===== config.mk =====
export PLATFORM = sky130hd
export DESIGN_NAME = k423_pipe_elastic
export DESIGN_NICKNAME = d
export VERILOG_FILES = /design/src/rtl/k423_pipe_pkg.sv /design/src/rtl/k423_pipe_elastic.sv
export SDC_FILE = /design/constraint.sdc
export NUM_CORES = 1
export LEC_CHECK = 0
export CAP_MARGIN = 20
export CORE_MARGIN = 4
export CORE_UTILIZATION = 35
export CTS_BUF_LIST = sky130_fd_sc_hd__clkbuf_4 sky130_fd_sc_hd__clkbuf_8
export CTS_CLUSTER_SIZE = 28
export DETAILED_ROUTE_END_ITERATION = 8
export GPL_TIMING_DRIVEN = 0
export PLACE_DENSITY = 0.64
export SKIP_LAST_GASP = 1
export SLEW_MARGIN = 20
export SYNTH_ARGS = -nofsm -noshare
export SYNTH_HDL_FRONTEND = slang
export SYNTH_SLANG_ARGS = --single-unit
export TNS_END_PERCENT = 5

===== constraint.sdc =====
create_clock -name clk_i -period 2.2 [get_ports clk_i]
set_input_delay 0.44 -clock clk_i [delete_from_list [all_inputs] [get_ports clk_i]]
set_output_delay 0.44 -clock clk_i [all_outputs]
set_load 0.02 [all_outputs]

===== src/rtl/k423_pipe_pkg.sv =====
// Shared types and limits for k423 inter-stage pipeline boundaries.
package k423_pipe_pkg;

    localparam int unsigned XLEN           = 32;
    localparam int unsigned REG_IDX_W      = 5;
    localparam int unsigned EXCP_CODE_W    = 5;
    localparam int unsigned LD_SIZE_W      = 3;
    localparam int unsigned PIPE_DEPTH_MAX = 16;

    // Example stage payload: ex -> wb boundary, packed by the stage top.
    typedef struct packed {
        logic [XLEN-1:0]        pc;
        logic                   rd_vld;
        logic [REG_IDX_W-1:0]   rd_idx;
        logic [XLEN-1:0]        rd;
        logic                   ld_vld;
        logic [LD_SIZE_W-1:0]   ld_size;
        logic                   ld_sext;
        logic                   excp_vld;
        logic [EXCP_CODE_W-1:0] excp_code;
        logic                   br_taken;
        logic [XLEN-1:0]        br_tgt;
        logic                   bju_upd_vld;
        logic [XLEN-1:0]        bju_upd_pc;
    } ex2wb_payload_t;

    localparam int unsigned EX2WB_W = $bits(ex2wb_payload_t);

endpackage


===== src/rtl/k423_pipe_elastic.sv =====
// Elastic in-order pipeline buffer with valid/ready on both sides,
// flush (clear) and freeze (stall) controls, optional ready pass-through.
module k423_pipe_elastic
    import k423_pipe_pkg::*;
#(
    parameter int unsigned DATA_W   = 32,
    parameter int unsigned DEPTH    = 2,
    parameter int unsigned RDY_PASS = 0,
    localparam int unsigned CNT_W   = $clog2(DEPTH + 1)
) (
    input  logic              clk_i,
    input  logic              rst_i,
    input  logic              pcu_clear_i,
    input  logic              pcu_stall_i,
    input  logic              up_vld_i,
    output logic              up_rdy_o,
    input  logic [DATA_W-1:0] up_data_i,
    output logic              dn_vld_o,
    input  logic              dn_rdy_i,
    output logic [DATA_W-1:0] dn_data_o,
    output logic [CNT_W-1:0]  count_o
);

    localparam int unsigned PTR_W = (DEPTH > 1) ? $clog2(DEPTH) : 1;
    localparam bit          RP    = (RDY_PASS != 0);

    // Reject out-of-range depths at elaboration.
    if (DEPTH < 1 || DEPTH > PIPE_DEPTH_MAX) begin : g_depth_chk
        $error("k423_pipe_elastic: DEPTH out of range");
    end

    // Pointer increment that wraps DEPTH-1 -> 0 for any depth.
    function automatic logic [PTR_W-1:0] ptr_inc(input logic [PTR_W-1:0] p);
        if (p == PTR_W'(DEPTH - 1)) begin
            return '0;
        end
        return p + PTR_W'(1);
    endfunction

    logic [DATA_W-1:0] mem_q [DEPTH];
    logic [PTR_W-1:0]  rd_ptr_q, rd_ptr_d;
    logic [PTR_W-1:0]  wr_ptr_q, wr_ptr_d;
    logic [CNT_W-1:0]  cnt_q, cnt_d;

    logic empty;
    logic full;
    logic push;
    logic pop;

    // Handshake qualification; stall and clear both block acceptance.
    always_comb begin
        empty    = (cnt_q == '0);
        full     = (cnt_q == CNT_W'(DEPTH));
        up_rdy_o = !pcu_stall_i && !pcu_clear_i &&
                   (!full || (RP && dn_rdy_i && !empty));
        dn_vld_o = !empty && !pcu_stall_i;
        push     = up_vld_i && up_rdy_o;
        pop      = dn_vld_o && dn_rdy_i;
    end

    // Head payload, masked to zero when empty so stale entries never leak.
    always_comb begin
        dn_data_o = '0;
        if (!empty) begin
            dn_data_o = mem_q[rd_ptr_q];
        end
    end

    assign count_o = cnt_q;

    // Next-state for pointers and occupancy; clear beats push/pop.
    always_comb begin
        rd_ptr_d = rd_ptr_q;
        wr_ptr_d = wr_ptr_q;
        cnt_d    = cnt_q;
        if (pcu_clear_i) begin
            rd_ptr_d = '0;
            wr_ptr_d = '0;
            cnt_d    = '0;
        end else begin
            if (push) begin
                wr_ptr_d = ptr_inc(wr_ptr_q);
            end
            if (pop) begin
                rd_ptr_d = ptr_inc(rd_ptr_q);
            end
            if (push && !pop) begin
                cnt_d = cnt_q + CNT_W'(1);
            end else if (pop && !push) begin
                cnt_d = cnt_q - CNT_W'(1);
            end
        end
    end

    // Control state register.
    always_ff @(posedge clk_i) begin
        if (rst_i) begin
            rd_ptr_q <= '0;
            wr_ptr_q <= '0;
            cnt_q    <= '0;
        end else begin
            rd_ptr_q <= rd_ptr_d;
            wr_ptr_q <= wr_ptr_d;
            cnt_q    <= cnt_d;
        end
    end

    // Storage; only reset clears contents, a flush leaves them masked.
    always_ff @(posedge clk_i) begin
        if (rst_i) begin
            for (int i = 0; i < int'(DEPTH); i++) begin
                mem_q[i] <= '0;
            end
        end else if (push) begin
            mem_q[wr_ptr_q] <= up_data_i;
        end
    end

endmodule


==> key figures, run 1 <==
Status
  • Status: finished with violations
  • Failing checks: negative setup slack

Pwr
  • Flop pwr share: 0.495
  • Power consumption: 3.040 mW
  • Sw power: 0.6454 mW
  • Int Power: 2.395 mW
  • Combinational share of power: 0.094
  • Clock power share: 0.411
  • PwrDens: 689.5 mW/mm²
  • Net Sw Frac: 0.2123
  • Leak: 1.550 nW
  • Worst vdd ir: 0.2836 mV

Hold path
  • Worst Hold End: count_o[0]
  • Hold path start: rst_i
  • Min-delay worst type: input port to flop
  • Hold path depth: 2

Global route
  • GRT Overall Usage: 0.1320
  • M3 GR Usage: 0.03514
  • Met1 Use GR: 0.1594
  • Initial antenna violation count: 0
  • Number of global-route vias before repair: 2236
  • Largest net degree at the start of global routing: 33
  • Grt peak-use layer: met2
  • Global-route wire length before repair: 11.01 mm
  • Grt ovf: 0
  • GR Util met2: 0.2242

Critical path
  • Max incr delay on CP: 0.62 ns
  • CP Launch Type: flop
  • R2R setup slack: 0.31 ns
  • Cell class contributing the biggest share of worst-path delay: buffers and inverters
  • Worst path slowest cell: clkdlybuf4s50_1
  • Reg2Reg Depth: 3
  • Crit path buffers/inverters: 3
  • Worst path arrival time: 1.92 ns
  • CP Max Fanout: 10
  • Critical Path End Type: primary output
  • R2r startpoint: count_o[0]
  • Critical path, cell by cell: buf_2, buf_4, mux2i_1, nor2_1, clkdlybuf4s50_1
  • Worst r2r dst: mem_q[0][16]
  • Critical Path RT: 1.76 ns
  • WS Path Type: flop to primary output

Logic synthesis
  • Xor and xnor area share after synthesis: 0.005368
  • Synth Area in Compound Gates: 0.006902
  • Top cells by area, synth: edfxtp_1, mux2i_1, nor2_1
  • Mux cell area share after synthesis: 0.1074
  • Synth Flop Type: edfxtp_1
  • Largest family of logic cells by synthesized area: simple AND/OR/NAND/NOR gates
  • Number of unique standard cell types used by synthesis: 24
  • Post-synthesis sequential area ratio: 0.6196
  • FFs w/ async S/R, synth: 0
  • Synthesized area: 0.003263 mm²
  • EDFF count, synth: 64
  • Mean Syn Cell Area: 11.91 µm²
  • Post-Synth Adder-Cell Area: 0.003834
  • Post-Synthesis Cells: 274
  • Yosys reg bits: 69
  • Synth Area in Simple Gates: 0.2209
  • Commonest cells in the netlist: nor2_1, edfxtp_1, mux2i_1, nand2b_1, buf_2
  • YS warnings: 0
  • Cell with the most instances after synthesis: nor2_1
  • Syn nets: 313
  • Area leader, netlist: edfxtp_1
  • Post-synth top area share: 0.5890

STA
  • # setup viols final: 26
  • Slew Viols, Final: 0
  • WHS: 0.4771 ns
  • Fmax: 423.1 MHz
  • Final Hold Fails: 0
  • Post-route setup slack: -0.1637 ns
  • Max transition margin: 0.4857
  • Clock skew: 0.005678 ns
  • Slew @ Worst Pin: 0.7715 ns
  • Fin crit share: 1.074
  • RSZ-0062 raised after global routing: true
  • Tmin final: 2.364 ns

Floorplanning
  • Num ports: 74
  • Total core area: 0.008891 mm²
  • Chip height: 104.6 µm
  • DIE AREA: 0.01093 mm²
  • Die Wd: 104.6 µm
  • Initial Util: 0.3670
  • Number of cell rows: 34

Clocking
  • Clock Latency Late Sink: 0.34 ns
  • Clock slew at reported path FFs: 0.07 ns
  • Hold-fix buffers, CTS: 0
  • # H-tree levels: 3
  • Post CTS Setup Buffer Count: 0
  • CTS max path bufs: 2
  • Clock Root Buffer: clkbuf_8
  • Clock Sink Count: 69
  • CTS tree: done
  • CTS buffer count: 9

Place
  • Hpwl dp: 4.745 mm
  • # port buffers: 72
  • Placer's final routability congestion estimate: 0.6941
  • Pre-CTS WS: -0.3894 ns

Run
  • Max-Cap Viols: 0

Route
  • Total number of vias: 2251
  • Final ANT Viol Nets: 0
  • Total wire length: 7.100 mm
  • Initial DRC count: 84
  • Wire per inst: 15.07 µm
  • Number of vias per cell: 4.779
  • Number of remaining DRC errors: 0
  • DRT Pass-1 Iters: 4

Final layout
  • Synth-to-Final Area Change: 35.12%
  • NumNets Final: 397
  • # fillers: 814
  • N_diodes: 0
  • Share of cells above drive strength 1: 0.1267
## per-layer routing
metal,wire length [µm],vias up
met3,441,6
met2,3554,71
met5,0,-
met1,3000,1069
met4,104,0
li1,-,1105
## power groups by stage
stage	clock network [mW]	registers [mW]	logic [mW]
after floorplan	0	1.53	0.144
after global placement	0	1.53	0.279
after detailed placement	0	1.54	0.289
after CTS	1.27	1.51	0.290
after global routing	1.32	1.51	0.309
final	1.25	1.51	0.284
## layout make-up
type / count / area, µm² / area share
Tap cell: 108 / 135.1 / 0.03065
Sequential cell: 69 / 2024 / 0.4591
Buffer: 17 / 125.1 / 0.02838
Multi-Input combinational cell: 188 / 1130 / 0.2562
Clock buffer: 10 / 131.4 / 0.02980
Clock inverter: 6 / 111.4 / 0.02526
Timing Repair Buffer: 73 / 752.0 / 0.1705
## worst max path at each step
stage / to / from / cells after the start / slack [ns]
final: dn_data_o[28] / flop / 5 / -0.16
after global routing: dn_data_o[19] / flop / 5 / -0.26
after CTS: dn_data_o[13] / flop / 5 / -0.20
after detailed placement: mem_q[0][17] / pcu_clear_i / 4 / -0.39
after global placement: mem_q[1][17] / pcu_clear_i / 4 / -0.86
after floorplan: mem_q[0][0] / count_o[0] / 3 / 0.08
## metrics by stage
stage	setup TNS (ns)	utilization	instance area, µm²	instances
finish	-2.989	0.4959	4409	471
global route	-8.707	0.4959	4409	471
CTS	-4.585	0.4951	4402	471
detailed placement	-16.57	0.4668	4150	455
global placement	-54.33	0.4633	4119	454
floorplan	0	-	3263	274
## cells in the final DEF (no fill, tap or decap), types with 2 or more instances in the layout
| cell | count |
|---|---|
| buf_6 | 6 |
| edfxtp_1 | 64 |
| bufinv_16 | 3 |
| clkbuf_8 | 9 |
| dfxtp_1 | 3 |
| nor3_1 | 2 |
| or3_1 | 3 |
| buf_2 | 4 |
| mux2i_1 | 35 |
| xor2_1 | 2 |
| nand2b_1 | 32 |
| clkdlybuf4s50_1 | 66 |
| nor2_1 | 92 |
| dlygate4sd2_1 | 3 |
| dlymetal6s2s_1 | 3 |
| clkbuf_1 | 4 |
| nand2_1 | 3 |
| nor2_2 | 7 |
| dfxtp_2 | 2 |
| buf_4 | 3 |
## logic make-up (layout without fill, tap and decap cells)
group / after synthesis / in the layout
compound gates: 3 / 3
simple gates: 147 / 147
mux: 35 / 35
xor+xnor: 2 / 2
buf+inv: 17 / 106
fa+ha+maj: 1 / 1
flops: 69 / 69
## state kept, by name (all words and copies together), names as in the netlist, named ones only
| register | flops |
|---|---|
| count_o | 2 |
| rd_ptr_q | 1 |
| mem_q | 64 |
| wr_ptr_q | 1 |
## timing repair
action / CTS / global route
endpoints found under the setup margin: 66 / 63
pin swaps: 0 / 0
resized for setup: 9 / 3
Power figures use the tool's default switching activity.
==> inputs of run 2 (changes only) <==
- RECOVER_POWER: unset -> 50
- REMOVE_ABC_BUFFERS: unset -> 1
==> key figures, run 2 (synthesis results as in run 1) <==
Final layout
  • Max FFs per register: 64
  • Most flops, register: mem_q
  • Post-route cell area: 0.004436 mm²
  • NumNets Final: 391
  • Commonest non-fill, non-tap cells in the layout: nor2_1, clkdlybuf4s50_1, edfxtp_1
  • N_diodes: 0
  • Synth-to-Final Area Change: 35.93%
  • Final core utilization: 0.4989
  • Most common cell after layout, fill and taps aside: nor2_1
  • Share of cells above drive strength 1: 0.1176

STA
  • Slew @ Worst Pin: 0.6539 ns
  • WHS: 0.4901 ns
  • Fmax: 442.0 MHz
  • Setup_tns: -0.1222 ns
  • Slew Viols, Final: 0
  • Fin crit share: 1.028
  • Final Hold Fails: 0
  • # setup viols final: 7
  • RSZ-0062 raised after global routing: true
  • Max transition margin: 0.5624
  • Clock skew: 0.01035 ns
  • Post-route setup slack: -0.06226 ns
  • Tmin final: 2.262 ns

Route
  • Wire per inst: 15.55 µm
  • Metal-1 WL: 2.937 mm
  • DR WL met2: 3.745 mm
  • Number of vias per cell: 4.811
  • Number of remaining DRC errors: 0
  • DR WL met3: 418 µm
  • Total number of vias: 2237
  • DRT Pass-1 Iters: 4
  • Total wire length: 7.231 mm
  • Final ANT Viol Nets: 0
  • Initial DRC count: 66
  • Max layer used: met4

Clocking
  • Clock Sink Count: 69
  • CTS buffer count: 9
  • Clock slew at reported path FFs: 0.07 ns
  • CTS tree: done
  • # H-tree levels: 3
  • Hold-fix buffers, CTS: 0
  • Clock Root Buffer: clkbuf_8
  • CTS max path bufs: 2
  • Clock Latency Late Sink: 0.33 ns

Floorplanning
  • Total core area: 0.008891 mm²
  • Die Wd: 104.6 µm
  • DIE AREA: 0.01093 mm²
  • Chip height: 104.6 µm
  • Initial Util: 0.3670
  • Number of cell rows: 34
  • Num ports: 74

Pwr
  • Clock power share: 0.355
  • Int Power: 2.158 mW
  • Leak: 1.538 nW
  • Sw power: 0.6482 mW
  • Worst vdd ir: 0.3288 mV
  • PwrDens: 632.7 mW/mm²
  • Combinational share of power: 0.109
  • Net Sw Frac: 0.2310
  • Flop pwr share: 0.536

Critical path
  • R2R setup slack: 0.32 ns
  • Crit path buffers/inverters: 2
  • Reg2Reg Depth: 4
  • CP Max Fanout: 6
  • Worst path arrival time: 1.82 ns
  • Critical Path End Type: primary output
  • Critical Path RT: 1.76 ns
  • Worst r2r dst: mem_q[1][28]
  • R2r startpoint: count_o[0]
  • Critical Path Most Common Cell: clkdlybuf4s50_1
  • Worst path slowest cell: clkdlybuf4s50_1
  • CP Launch Type: input port
  • Cell class contributing the biggest share of worst-path delay: buffers and inverters
  • Critical path, cell by cell: clkdlybuf4s50_1, nor3_1, clkdlybuf4s50_1
  • Max incr delay on CP: 0.63 ns
  • WS Path Type: input port to primary output

Place
  • # port buffers: 73
  • Placer's final routability congestion estimate: 0.6908
  • Pre-CTS WS: -0.6882 ns
  • Hpwl dp: 4.432 mm
  • DP Area: 0.004129 mm²

Hold path
  • Hold path depth: 2
  • Hold path start: rd_ptr_q
  • Worst Hold End: rd_ptr_q
  • Min-delay worst type: flop to flop

Global route
  • Largest net degree at the start of global routing: 39
  • Initial antenna violation count: 0
  • Global-route wire length before repair: 11.65 mm
  • Number of global-route vias before repair: 2391
  • Grt ovf: 0
  • GRT Overall Usage: 0.1372

Status
  • Failing checks: negative setup slack
  • Status: finished with violations

Run
  • Max-Cap Viols: 0
-- run 2: cell count changes in the layout (fill, tap and decap cells not counted), sizes merged --
| cell | previous run | this run |
|---|---|---|
| buf | 14 | 10 |
| dlymetal6s2s | 3 | 2 |
| clkbuf | 14 | 9 |
| bufinv | 3 | 1 |
| dlygate4sd3 | 0 | 3 |
| clkdlybuf4s50 | 66 | 64 |
| clkinv | 2 | 3 |
| nand4b | 1 | 2 |
| clkinvlp | 1 | 3 |
| nand4 | 1 | 2 |
-- run 2: repair_timing --
item                                    CTS  global route
setup buffers                             5             0
gates cloned                              2             0
endpoints found under the setup margin   98            52
pin swaps                                 3             0
gates resized for setup                   9             2
-- run 2: power by group through the flow --
stage | clock network, mW | registers, mW | logic (mW)
floorplan | 0 | 1.53 | 0.128
detailed placement | 0 | 1.54 | 0.293
finish | 0.996 | 1.50 | 0.306
global placement | 0 | 1.54 | 0.268
global route | 1.09 | 1.51 | 0.334
CTS | 1.02 | 1.51 | 0.315
-- run 2: through the flow --
stage | std cells | total power, mW
6_report | 465 | 2.806
5_1_grt | 465 | 2.930
4_1_cts | 465 | 2.839
3_5_place_dp | 442 | 1.830
3_3_place_gp | 438 | 1.804
2_1_floorplan | 257 | 1.662
-- run 2: area by class of cell --
type	instances	area (µm²)
timing repair buffer	82	912.1
tap	108	135.1
clock buffer	9	123.9
multi-input combinational	190	1170
clock inverter	7	66.31
sequential	69	2028
fill	836	4456
-- run 2: worst min-delay path, cell delays in order, from the launching register on --
cell and delay (ns):
dfxtp_1 0.31, nand2_1 0.07, mux2i_1 0.06
-- run 2: how the worst max path moves through the flow --
stage,slack [ns],from,depth (start not counted),end
floorplan,-0.17,count_o[0],3,mem_q[0][0]
global placement,-1.41,pcu_clear_i,4,mem_q[1][28]
detailed placement,-0.69,pcu_clear_i,5,mem_q[0][11]
CTS,-0.07,pcu_clear_i,3,up_rdy_o
global route,-0.13,pcu_clear_i,3,up_rdy_o
finish,-0.06,pcu_clear_i,3,up_rdy_o
-- run 2: routing by layer --
metal	GRT usage	vias up
met1	0.1536	1065
li1	-	1096
met3	0.04254	14
met5	0	-
met4	0.04938	0
met2	0.2458	62
==> inputs of run 3 (changes only) <==
- CORE_MARGIN: 4 -> 8
- REMOVE_ABC_BUFFERS: 1 -> unset
==> key figures, run 3 (synthesis results as in run 1) <==
Status
  • Status: finished with violations
  • Failing checks: negative setup slack

Place
  • Pre-CTS WS: -0.3015 ns
  • DP Area: 0.004182 mm²
  • Cells after DPL: 459
  • # port buffers: 72
  • Placer's final routability congestion estimate: 0.7303
  • Hpwl dp: 5.254 mm

Critical path
  • CP Launch Type: flop
  • Critical Path End Type: primary output
  • CP Max Fanout: 10
  • R2r startpoint: count_o[0]
  • Worst path arrival time: 1.91 ns
  • Reg2Reg Depth: 4
  • Critical Path RT: 1.76 ns
  • Worst r2r dst: mem_q[1][23]
  • WS Path Type: flop to primary output
  • R2R setup slack: 0.39 ns

Clocking
  • Clock Latency Late Sink: 0.35 ns
  • CTS buffer count: 9
  • CTS tree: done
  • Clock Root Buffer: clkbuf_8
  • Post CTS Setup Buffer Count: 0
  • CTS max path bufs: 2
  • # H-tree levels: 3
  • Clock slew at reported path FFs: 0.07 ns
  • Clock Sink Count: 69

Final layout
  • N_diodes: 0
  • Share of cells above drive strength 1: 0.1071
  • Synth-to-Final Area Change: 34.13%
  • Commonest non-fill, non-tap cells in the layout: nor2_1, clkdlybuf4s50_1, edfxtp_1
  • # fillers: 861
  • Max FFs per register: 64
  • Finished Layout Cells: 475
  • NumNets Final: 398
  • Most flops, register: mem_q
  • Post-route cell area: 0.004377 mm²
  • Most common cell after layout, fill and taps aside: nor2_1

STA
  • Slew Viols, Final: 0
  • Setup_tns: -4.629 ns
  • Slew @ Worst Pin: 0.5883 ns
  • Clock skew: 0.01182 ns
  • RSZ-0062 raised after global routing: true
  • Final Hold Fails: 0
  • # setup viols final: 47
  • Post-route setup slack: -0.1490 ns
  • Fin crit share: 1.068
  • Fmax: 425.7 MHz
  • Max transition margin: 0.6078
  • Tmin final: 2.349 ns

Route
  • Number of remaining DRC errors: 0
  • Wire per inst: 15.75 µm
  • DRT Pass-1 Iters: 4
  • Final ANT Viol Nets: 0
  • Total number of vias: 2199
  • Total wire length: 7.480 mm
  • Initial DRC count: 86
  • Number of vias per cell: 4.629

Floorplanning
  • Die Wd: 112.6 µm
  • Number of cell rows: 35
  • Total core area: 0.009153 mm²
  • DIE AREA: 0.01267 mm²
  • Initial Util: 0.3565
  • Num ports: 74
  • Chip height: 112.6 µm

Hold path
  • Hold path depth: 2
  • Min-delay worst type: flop to flop
  • Worst Hold End: rd_ptr_q
  • Hold path start: rd_ptr_q

Global route
  • Initial antenna violation count: 0
  • Grt ovf: 0
  • Number of global-route vias before repair: 2489
  • GRT Overall Usage: 0.1239
  • Largest net degree at the start of global routing: 18
  • Global-route wire length before repair: 12.13 mm

Pwr
  • Worst vdd ir: 0.3487 mV
  • PwrDens: 697.1 mW/mm²
  • Leak: 1.501 nW

Run
  • Max-Cap Viols: 0
run 3: report_power, final:
group	internal [mW]	total, mW	switching, mW
sequential	1.49	1.50	0.0165
combinational	0.142	0.288	0.146
clock	0.766	1.26	0.493
total	2.40	3.05	0.655
run 3: per-layer routing:
layer	vias up	GRT usage	part of all wire
met3	11	0.03650	0.054
met4	0	0.04856	0.018
met5	-	0	0
met1	1027	0.1477	0.44
li1	1103	-	-
met2	58	0.2055	0.49
run 3: how the worst max path moves through the flow:
stage	startpoint	to	slack (ns)	cells after the start
after floorplan	count_o[0]	mem_q[0][0]	0.08	3
after global placement	pcu_clear_i	mem_q[1][17]	-0.91	4
after detailed placement	pcu_clear_i	mem_q[0][20]	-0.30	5
after CTS	count_o[1]	dn_data_o[23]	-0.18	4
after global routing	flop	dn_data_o[31]	-0.29	5
final	flop	dn_data_o[13]	-0.15	5
run 3: cell type report:
class	instances	area, µm²	share of cell area
sequential	69	2024	0.4625
timing repair buffer	74	777.0	0.1775
multi-input combinational	188	1112	0.2541
buffer	17	82.58	0.01887
clock inverter	6	110.1	0.02516
tap	111	138.9	0.03173
clock buffer	10	131.4	0.03002
run 3: critical path, cell delays in order, from the launching register on:
cell	delay (ns)
dfxtp_1	0.31
buf_2	0.16
buf_4	0.24
mux2i_1	0.10
nor2_1	0.13
clkdlybuf4s50_1	0.63
run 3: metrics by stage:
step,hold WS (ns),total power [mW],util
2_1_floorplan,0.4560,1.676,-
3_3_place_gp,0.4669,1.817,0.4504
3_5_place_dp,0.4842,1.835,0.4569
4_1_cts,0.4943,3.083,0.4845
5_1_grt,0.5279,3.162,0.4782
6_report,0.4926,3.051,0.4782
run 3: what timing repair did:
| item | in CTS | in global routing |
|---|---|---|
| hold endpoints to repair | 0 | 0 |
| gates resized for setup | 7 | 1 |
| endpoints found under the setup margin | 34 | 33 |
| hold buffers | 0 | 0 |
